**src/rtl/fp16_mul_arbiter.sv**
```systemverilog
`default_nettype none
// ============================================================================
// Module   : fp16_mul_arbiter
// Purpose  : Round-robin shares one pipelined FP16 multiplier between N_REQ
//            requesters; results return tagged with the requester ID.
// Options  : define FP16_MUL_ARB_PERF_EN to add perf_busy/perf_stall counters.
// Revision : 1.0 - initial release
// ============================================================================
module fp16_mul_arbiter #(
    parameter int N_REQ   = 4,
    parameter int MUL_LAT = 2,
    parameter int ID_W    = 2
) (
    input  logic                  clk,
    input  logic                  rst_n,
    input  logic                  en,
    input  logic [N_REQ-1:0]      req_valid,
    input  logic [16*N_REQ-1:0]   req_a,
    input  logic [16*N_REQ-1:0]   req_b,
    output logic [N_REQ-1:0]      req_ready,
    output logic                  resp_valid,
    output logic [ID_W-1:0]       resp_id,
    output logic [15:0]           resp_data,
    output logic                  resp_ovf,
    output logic                  ovf_sticky,
    input  logic                  ovf_clr
`ifdef FP16_MUL_ARB_PERF_EN
    ,
    output logic [15:0]           perf_busy,
    output logic [15:0]           perf_stall
`endif
);

    localparam logic [15:0] C_QNAN = 16'h7E00;
    localparam logic [14:0] C_INF  = 15'h7C00;

    logic [ID_W-1:0] r_ptr;
    logic            w_grant;
    logic [ID_W-1:0] w_gidx;

    // ------------------------------------------------------------------
    // Round-robin arbiter: first valid requester at or above the pointer
    // ------------------------------------------------------------------
    always_comb begin
        w_grant = 1'b0;
        w_gidx  = '0;
        for (int k = 0; k < N_REQ; k++) begin
            if (!w_grant && req_valid[(int'(r_ptr) + k) % N_REQ]) begin
                w_grant = 1'b1;
                w_gidx  = ID_W'((int'(r_ptr) + k) % N_REQ);
            end
        end
        if (!en || !rst_n) begin
            w_grant = 1'b0;
        end
    end

    always_comb begin
        req_ready = '0;
        if (w_grant) begin
            req_ready[w_gidx] = 1'b1;
        end
    end

    always_ff @(posedge clk or negedge rst_n) begin
        if (!rst_n) begin
            r_ptr <= '0;
        end else if (w_grant) begin
            r_ptr <= ID_W'((int'(w_gidx) + 1) % N_REQ);
        end
    end

    // ------------------------------------------------------------------
    // Multiply core on the granted operands
    // ------------------------------------------------------------------
    logic [15:0]       w_a, w_b;
    logic              w_sign, w_norm, w_guard, w_sticky, w_carry;
    logic [4:0]        w_ea, w_eb;
    logic [21:0]       w_prod;
    logic [9:0]        w_frac;
    logic [10:0]       w_rnd;
    logic signed [6:0] w_exp;
    logic              w_a_zero, w_b_zero;
    logic [15:0]       w_res;
    logic              w_res_ovf;

    assign w_a = req_a[16*w_gidx +: 16];
    assign w_b = req_b[16*w_gidx +: 16];

    always_comb begin
        w_sign   = w_a[15] ^ w_b[15];
        w_ea     = w_a[14:10];
        w_eb     = w_b[14:10];
        w_a_zero = (w_ea == 5'd0) && (w_a[9:0] == 10'd0);
        w_b_zero = (w_eb == 5'd0) && (w_b[9:0] == 10'd0);
        w_prod   = {1'b1, w_a[9:0]} * {1'b1, w_b[9:0]};
        w_norm   = w_prod[21];
        if (w_norm) begin
            w_frac   = w_prod[20:11];
            w_guard  = w_prod[10];
            w_sticky = |w_prod[9:0];
        end else begin
            w_frac   = w_prod[19:10];
            w_guard  = w_prod[9];
            w_sticky = |w_prod[8:0];
        end
        // Ties truncate: only strictly-above-half rounds up.
        w_rnd   = {1'b0, w_frac} + {10'd0, w_guard & w_sticky};
        w_carry = w_rnd[10];
        w_exp   = {2'b00, w_ea} + {2'b00, w_eb} - 7'd15 + {6'd0, w_norm} + {6'd0, w_carry};

        w_res_ovf = 1'b0;
        if (w_ea == 5'h1F || w_eb == 5'h1F) begin
            if ((w_ea == 5'h1F && w_b_zero) || (w_eb == 5'h1F && w_a_zero)) begin
                w_res = C_QNAN;
            end else begin
                w_res = {w_sign, C_INF};
            end
        end else if (w_ea == 5'd0 || w_eb == 5'd0) begin
            w_res = {w_sign, 15'd0};
        end else if (w_exp <= 7'sd0) begin
            w_res = {w_sign, 15'd0};
        end else if (w_exp > 7'sd30) begin
            w_res     = {w_sign, C_INF};
            w_res_ovf = 1'b1;
        end else begin
            // On a rounding carry w_rnd[9:0] is already zero.
            w_res = {w_sign, w_exp[4:0], w_rnd[9:0]};
        end
    end

    // ------------------------------------------------------------------
    // Result pipeline; payload only moves with a valid so outputs hold
    // ------------------------------------------------------------------
    logic            r_pv  [MUL_LAT];
    logic [ID_W-1:0] r_pid [MUL_LAT];
    logic [15:0]     r_pd  [MUL_LAT];
    logic            r_po  [MUL_LAT];

    always_ff @(posedge clk or negedge rst_n) begin
        if (!rst_n) begin
            for (int i = 0; i < MUL_LAT; i++) begin
                r_pv[i]  <= 1'b0;
                r_pid[i] <= '0;
                r_pd[i]  <= '0;
                r_po[i]  <= 1'b0;
            end
        end else begin
            r_pv[0] <= w_grant;
            if (w_grant) begin
                r_pid[0] <= w_gidx;
                r_pd[0]  <= w_res;
                r_po[0]  <= w_res_ovf;
            end
            for (int i = 1; i < MUL_LAT; i++) begin
                r_pv[i] <= r_pv[i-1];
                if (r_pv[i-1]) begin
                    r_pid[i] <= r_pid[i-1];
                    r_pd[i]  <= r_pd[i-1];
                    r_po[i]  <= r_po[i-1];
                end
            end
        end
    end

    assign resp_valid = r_pv[MUL_LAT-1];
    assign resp_id    = r_pid[MUL_LAT-1];
    assign resp_data  = r_pd[MUL_LAT-1];
    assign resp_ovf   = r_po[MUL_LAT-1];

    // Set has priority over a coincident clear.
    always_ff @(posedge clk or negedge rst_n) begin
        if (!rst_n) begin
            ovf_sticky <= 1'b0;
        end else if (resp_valid && resp_ovf) begin
            ovf_sticky <= 1'b1;
        end else if (ovf_clr) begin
            ovf_sticky <= 1'b0;
        end
    end

`ifdef FP16_MUL_ARB_PERF_EN
    always_ff @(posedge clk or negedge rst_n) begin
        if (!rst_n) begin
            perf_busy  <= '0;
            perf_stall <= '0;
        end else if (ovf_clr) begin
            perf_busy  <= '0;
            perf_stall <= '0;
        end else begin
            if (w_grant && perf_busy != 16'hFFFF) begin
                perf_busy <= perf_busy + 16'd1;
            end
            if ((|req_valid) && !w_grant && perf_stall != 16'hFFFF) begin
                perf_stall <= perf_stall + 16'd1;
            end
        end
    end
`endif

endmodule
`default_nettype wire

```
**config.mk**
```make
export PLATFORM = sky130hd
export DESIGN_NAME = fp16_mul_arbiter
export DESIGN_NICKNAME = d
export VERILOG_FILES = /design/src/rtl/fp16_mul_arbiter.sv
export SDC_FILE = /design/constraint.sdc
export NUM_CORES = 1
export LEC_CHECK = 0
export ABC_AREA = 0
export CAP_MARGIN = 20
export CORE_ASPECT_RATIO = 1.2
export CORE_MARGIN = 2
export CORE_UTILIZATION = 35
export CTS_CLUSTER_DIAMETER = 40
export DETAILED_ROUTE_END_ITERATION = 16
export GPL_TIMING_DRIVEN = 0
export MAX_ROUTING_LAYER = met4
export PLACE_DENSITY = 0.58
export SETUP_SLACK_MARGIN = 0.2
export SYNTH_ARGS = -nofsm -noshare
export SYNTH_HDL_FRONTEND = slang
export SYNTH_SLANG_ARGS = --single-unit
export TNS_END_PERCENT = 5
```
**constraint.sdc**
```tcl
create_clock -name clk -period 31 [get_ports clk]
set_input_delay 6.2 -clock clk [delete_from_list [all_inputs] [get_ports clk]]
set_output_delay 6.2 -clock clk [all_outputs]
set_load 0.02 [all_outputs]
```
# ---- Word level (Yosys, flattened, before mapping)
# Cells that the tools add are included.
dict set report word_totals {
  reg_bits 43
  wordCells 102
}
dict set report classes {
  add_sub_neg 9
  multipliers 1
  order_cmp 8
  n_eq_ne 2
  n_shift 2
  n_mux 37
  bitwise 5
  reduce_logical 28
}
# cell n
set op_table {}
lappend op_table {{$shiftx A64 B7 Y16} 2}
lappend op_table {{$mux W15} 3}
lappend op_table {{$mux W16} 2}
lappend op_table {{$mul A11 B11 Y22} 1}
lappend op_table {{$mux W1} 21}
lappend op_table {{$logic_not A10 Y1} 2}
lappend op_table {{$add A7 B1 Y7} 2}
lappend op_table {{$lt A3 B4 Y1 const B} 3}
lappend op_table {{$add A10 B1 Y11} 1}
lappend op_table {{$eq A5 B5 Y1 const B} 2}
lappend op_table {{$logic_not A5 Y1} 2}
lappend op_table {{$mux W10} 1}
lappend op_table {{$reduce_or A10 Y1} 1}
lappend op_table {{$logic_and A1 B1 Y1} 9}
lappend op_table {{$reduce_or A9 Y1} 1}
lappend op_table {{$bmux W1 S2} 4}
lappend op_table {{$mux W2} 4}
lappend op_table {{$gt A7 B6 Y1 const B} 1}
lappend op_table {{$le A7 B1 Y1 const B} 1}
lappend op_table {{$sub A6 B4 Y7 const B} 1}
lappend op_table {{$add A5 B5 Y6} 1}
lappend op_table {{$lt A2 B3 Y1 const B} 2}
lappend op_table {{$reduce_or A2 Y1} 3}
lappend op_table {{$logic_not A1 Y1} 5}
lappend op_table {{10 further kinds} 17}

# ---- Longest topological paths before layout
dict set report depth {
  word_depth 26
  mapped_depth 53
  depth_no_buf 47
}

# ---- Worst setup path after synthesis
# Ideal clock, no wire load.
dict set report synth_path {
  path_kind {input to register}
  startpoint {in req_valid[2]}
  endpoint {reg r_pd[21] (netlist name)}
  setup_ns 0.104
  arrival_ns 16.375
  setup_slack_ns 14.521
  path_stages 49
  path_buffers 6
  cell_sequence {nor2b_1 -> a211oi_4 -> nor2_2 -> buf_2 -> buf_2 -> buf_2 -> nand2_1 -> a31oi_1 -> inv_1 -> nor2_1 -> fa_1 -> fa_1 -> fa_1 -> fa_1 -> inv_1 -> fa_1 -> inv_1 -> ha_1 -> [13 not listed] -> and3_1 -> nand2_1 -> nor2b_1 -> and3b_1 -> nand2b_1 -> fa_1 -> inv_1 -> fa_1 -> nand2_1 -> nand2_1 -> a21oi_1 -> xnor2_1 -> nor3_1 -> o21ai_0 -> nand4_1 -> or4_1 -> buf_2 -> o41ai_2}
}
dict set report synth_via {
  elab_chain_cells 24
}
# element line
set synth_rtl {}
lappend synth_rtl {{start, declared} 17} ;# input logic [N_REQ-1:0] req_valid,
lappend synth_rtl {{$bmux W1 S2} 48} ;# if (!w_grant && req_valid[(int'(r_ptr) + k) % N_REQ]) begin
lappend synth_rtl {{$mux W1 (implied by the code)} 48}
lappend synth_rtl {{$mux W1} 48}
lappend synth_rtl {{$logic_not A1 Y1} 48}
lappend synth_rtl {{$logic_and A1 B1 Y1} 48}
lappend synth_rtl {{$mux W1} 48}
lappend synth_rtl {{$logic_not A1 Y1} 48}
lappend synth_rtl {{$logic_and A1 B1 Y1} 48}
lappend synth_rtl {{[4 not listed]} -}
lappend synth_rtl {{via w_gidx[1]} 39} ;# logic [ID_W-1:0] w_gidx;
lappend synth_rtl {{[4 not listed]} -}
lappend synth_rtl {{$and A1 B1 Y1} 108} ;# w_rnd = {1'b0, w_frac} + {10'd0, w_guard & w_sticky};
lappend synth_rtl {{$add A10 B1 Y11} 108}
lappend synth_rtl {{$add A7 B1 Y7} 110} ;# w_exp = {2'b00, w_ea} + {2'b00, w_eb} - 7'd15 + {6'd0, w_norm} + {6'd0, w_carry};
lappend synth_rtl {{$gt A7 B6 Y1} 123} ;# end else if (w_exp > 7'sd30) begin
lappend synth_rtl {{$mux W15} 123}
lappend synth_rtl {{$mux W15} 121} ;# end else if (w_exp <= 7'sd0) begin
lappend synth_rtl {{$mux W15} 119} ;# end else if (w_ea == 5'd0 || w_eb == 5'd0) begin
lappend synth_rtl {{$mux W16 (*)} 113} ;# if (w_ea == 5'h1F || w_eb == 5'h1F) begin
lappend synth_rtl {{end signal, assigned by index} 159} ;# r_pd[i] <= r_pd[i-1];
lappend synth_rtl {{end, declared} 137} ;# logic [15:0] r_pd [MUL_LAT];
# Mark *: on every way through the listed nets, which the timed path passes. The rest lies on a longest branch. The select of a mux whose other input is x is not followed.
# A chain may end at the register's enable or synchronous reset.

# ---- Worst setup path after layout
dict set report layout_path {
  startpoint {in req_valid[3]}
  endpoint {reg r_pd[21] (netlist name)}
}
# Same word-level chain as after synthesis.

==> key figures <==
Setup path
  – Critical path class: in -> reg
  – Worst EP arrival: 19.41 ns
  – CP max FO: 11
  – Critical Path RT: 31.18 ns
  – Crit start category: input port
  – Slowest stage cell, crit path: mux2i_1
  – Setup crit end kind: register
  – CP peak stage delay: 0.76 ns

Logic synthesis
  – Largest area contributor in the netlist: fa_1
  – Top FF cell, synth: dfrtp_1
  – Post-synth EDFFs: 0
  – Seq cells post-synth: 43
  – Mapped Area: 7870 um2
  – Seq/Total Area, Yosys: 13.7%
  – Gate count after technology mapping: 947
  – Synth cell types: 64
  – Share of flip-flops with an asynchronous set or reset: 100%
  – Synth Net Count: 1,238
  – Ys Warns: 0
  – Synth area leaders: fa_1 (21%), dfrtp_1 (14%), ha_1 (12%)
  – Yosys top cell area share: 20.9%
  – Synthesized area per cell: 8.31 um2

Global routing
  – Vias in the first global route: 7,545
  – Global-route usage over all layers: 20.9%
  – Total global routing overflow: 0
  – Largest net degree at the start of global routing: 26
  – First-pass GRT wire length: 38,800 um
  – Initial antenna violation count: 0

Run status
  – Status: complete, no violations

Die
  – Core ar.: 22,200 um2
  – Die H: 168 um
  – Die Area: 23,700 um2
  – Initial core utilization: 35.4%
  – Width of the die: 141 um
  – Io pins: 161
  – FP Rows: 60

Detailed routing
  – Overall routed net length: 23,900 um
  – # DRC: 0
  – Vias per inst: 5.16
  – DRT Pass-1 Iters: 4
  – DRT iter0 DRCs: 375
  – DR WL/cell: 17.1 um
  – Routed Antenna Nets: 0
  – Total number of vias: 7,210

Layout
  – Commonest non-fill, non-tap cell in the layout: clkdlybuf4s50_1
  – NumNets Final: 1,409
  – Layout cells sized above 1: 7.69%
  – Register area: 1080 um2
  – Fillers: 2,264
  – Area growth from synthesis to layout: 27.1%
  – Area of the multi-input gates: 5990 um2
  – N_diodes: 0
  – Commonest cells after routing, fill and taps aside: clkdlybuf4s50_1 (159), inv_1 (132), nand2_1 (127)

Timing
  – Final Hold Violating Endpoints: 0
  – Setup TNS: 0 ns
  – F_max: 0.0520 GHz
  – Final Max Tran Viols: 0
  – Unrepaired setup endpoints after global routing: false
  – Fin crit period: 19.23 ns
  – Final setup fails: 0
  – Slew HR: 30.8%
  – Final Cycle Share: 62.0%
  – Clock Skew: 0.00516 ns
  – Slew at the pin closest to its max-slew limit: 1.03 ns

Flow run
  – Max cap viols: 0

CTS
  – CTS tree: done
  – Post-CTS sizing: 0
  – H-tree depth: 2
  – Clk sinks: 43
  – CTS max path bufs: 2
  – CTS Buf Count: 5
  – CTS root buffer: clkbuf_16
  – Postcts setup bufs: 0
  – Reg clk slew, reported paths: 0.06 ns
  – Worst-Skew Late Latency: 0.28 ns
  – Cts hold-fix bufs: 0

Worst hold path
  – Worst hold path type: reg -> reg

Place
  – Routability cong.: 0.895
  – Post-DP HPWL: 20,300 um
  – Buffers on Ports: 160
## state kept, by name, indices dropped and copies added, names as in the netlist
register    count
r_po            1
r_pd           16
resp_ovf        1
resp_id         2
ovf_sticky      1
r_pv            1
r_pid           2
resp_data      16
resp_valid      1
r_ptr           2
## stage by stage
step	hold slack (ns)	setup WS [ns]	utilization (%)	instance area, um2	cells
floorplan	0.352	14.52	-	7870	947
global placement	0.353	11.59	44.2	9820	1386
detailed placement	0.358	11.54	44.3	9850	1389
CTS	0.369	11.80	45.0	9990	1397
global route	0.390	10.63	45.0	10000	1398
finish	0.374	11.77	45.0	10000	1398
## critical path: cells and delay by family
| family | cells | cell delay [ns] |
|---|---|---|
| XOR/XNOR | 1 | 0.75 |
| adder cells (fa/ha/maj) | 9 | 3.72 |
| multiplexers | 1 | 0.76 |
| AND/OR/NAND/NOR | 12 | 2.27 |
| buffers and inverters | 10 | 2.98 |
| AO/OA/AOI/OAI | 12 | 2.73 |
## cell type report
type,instances,share of cell area (%)
Tap cell,279,3.49
Clock inverter,2,0.125
Inverter,135,5.07
Clock buffer,6,1.29
Timing Repair Buffer,164,16.4
Sequential cell,43,10.8
Multi-Input combinational cell,716,59.9
Buffer,53,2.94
## cells in the mapped netlist (6+ instances only)
master    number
inv_1        132
nand2_1      127
fa_1          82
ha_1          73
nor2_1        64
dfrtp_1       43
o21ai_0       39
a21oi_1       31
mux2i_1       31
nand3_1       25
clkbuf_1      23
a211oi_1      22
and3_1        22
mux2_2        22
buf_4         18
xnor2_1       17
xor2_1        17
nand4_1       14
and2_1        11
buf_2         10
nor3_1         8
nor4_1         8
a31oi_1        7
a21o_1         6
nor2b_1        6
or4_1          6
## cell families (layout without fill, tap and decap cells)
| group | Yosys count | count (layout) | share of synthesized area (%) |
|---|---|---|---|
| AOI/OAI and AO/OA | 161 | 161 | 14.1 |
| xor gates and xnor gates | 34 | 34 | 3.78 |
| adders and majority gates | 155 | 155 | 32.5 |
| buffers and inverters | 188 | 360 | 10.2 |
| DFF | 43 | 43 | 13.7 |
| muxes | 53 | 53 | 7.09 |
| and+or+nand+nor | 313 | 313 | 18.7 |
## routing by layer
metal	track usage, %	vias to the layer above	routed length, um
li1	-	3506	-
met1	25.3	3491	10300
met2	37.9	177	12200
met3	1.56	36	903
met4	4.65	0	544
met5	-	-	0
## worst paths after layout
path | from | endpoint | slack [ns] | depth (start not counted)
max reg2reg | r_ptr[0] | r_pd[21] | 17.77 | 45
min in group asynchronous | rst_n | ovf_sticky | 5.87 | 1
max | req_valid[3] | r_pd[21] | 11.77 | 45
min reg2reg | r_pv[1] | resp_valid | 0.37 | 0
max in group asynchronous | rst_n | r_ptr[0] | 24.64 | 2
min | r_pv[1] | resp_valid | 0.37 | 0
Power is left out: the tool's default activity adds up to more than one toggle a clock period on the data nets, which glitch-free logic cannot reach.
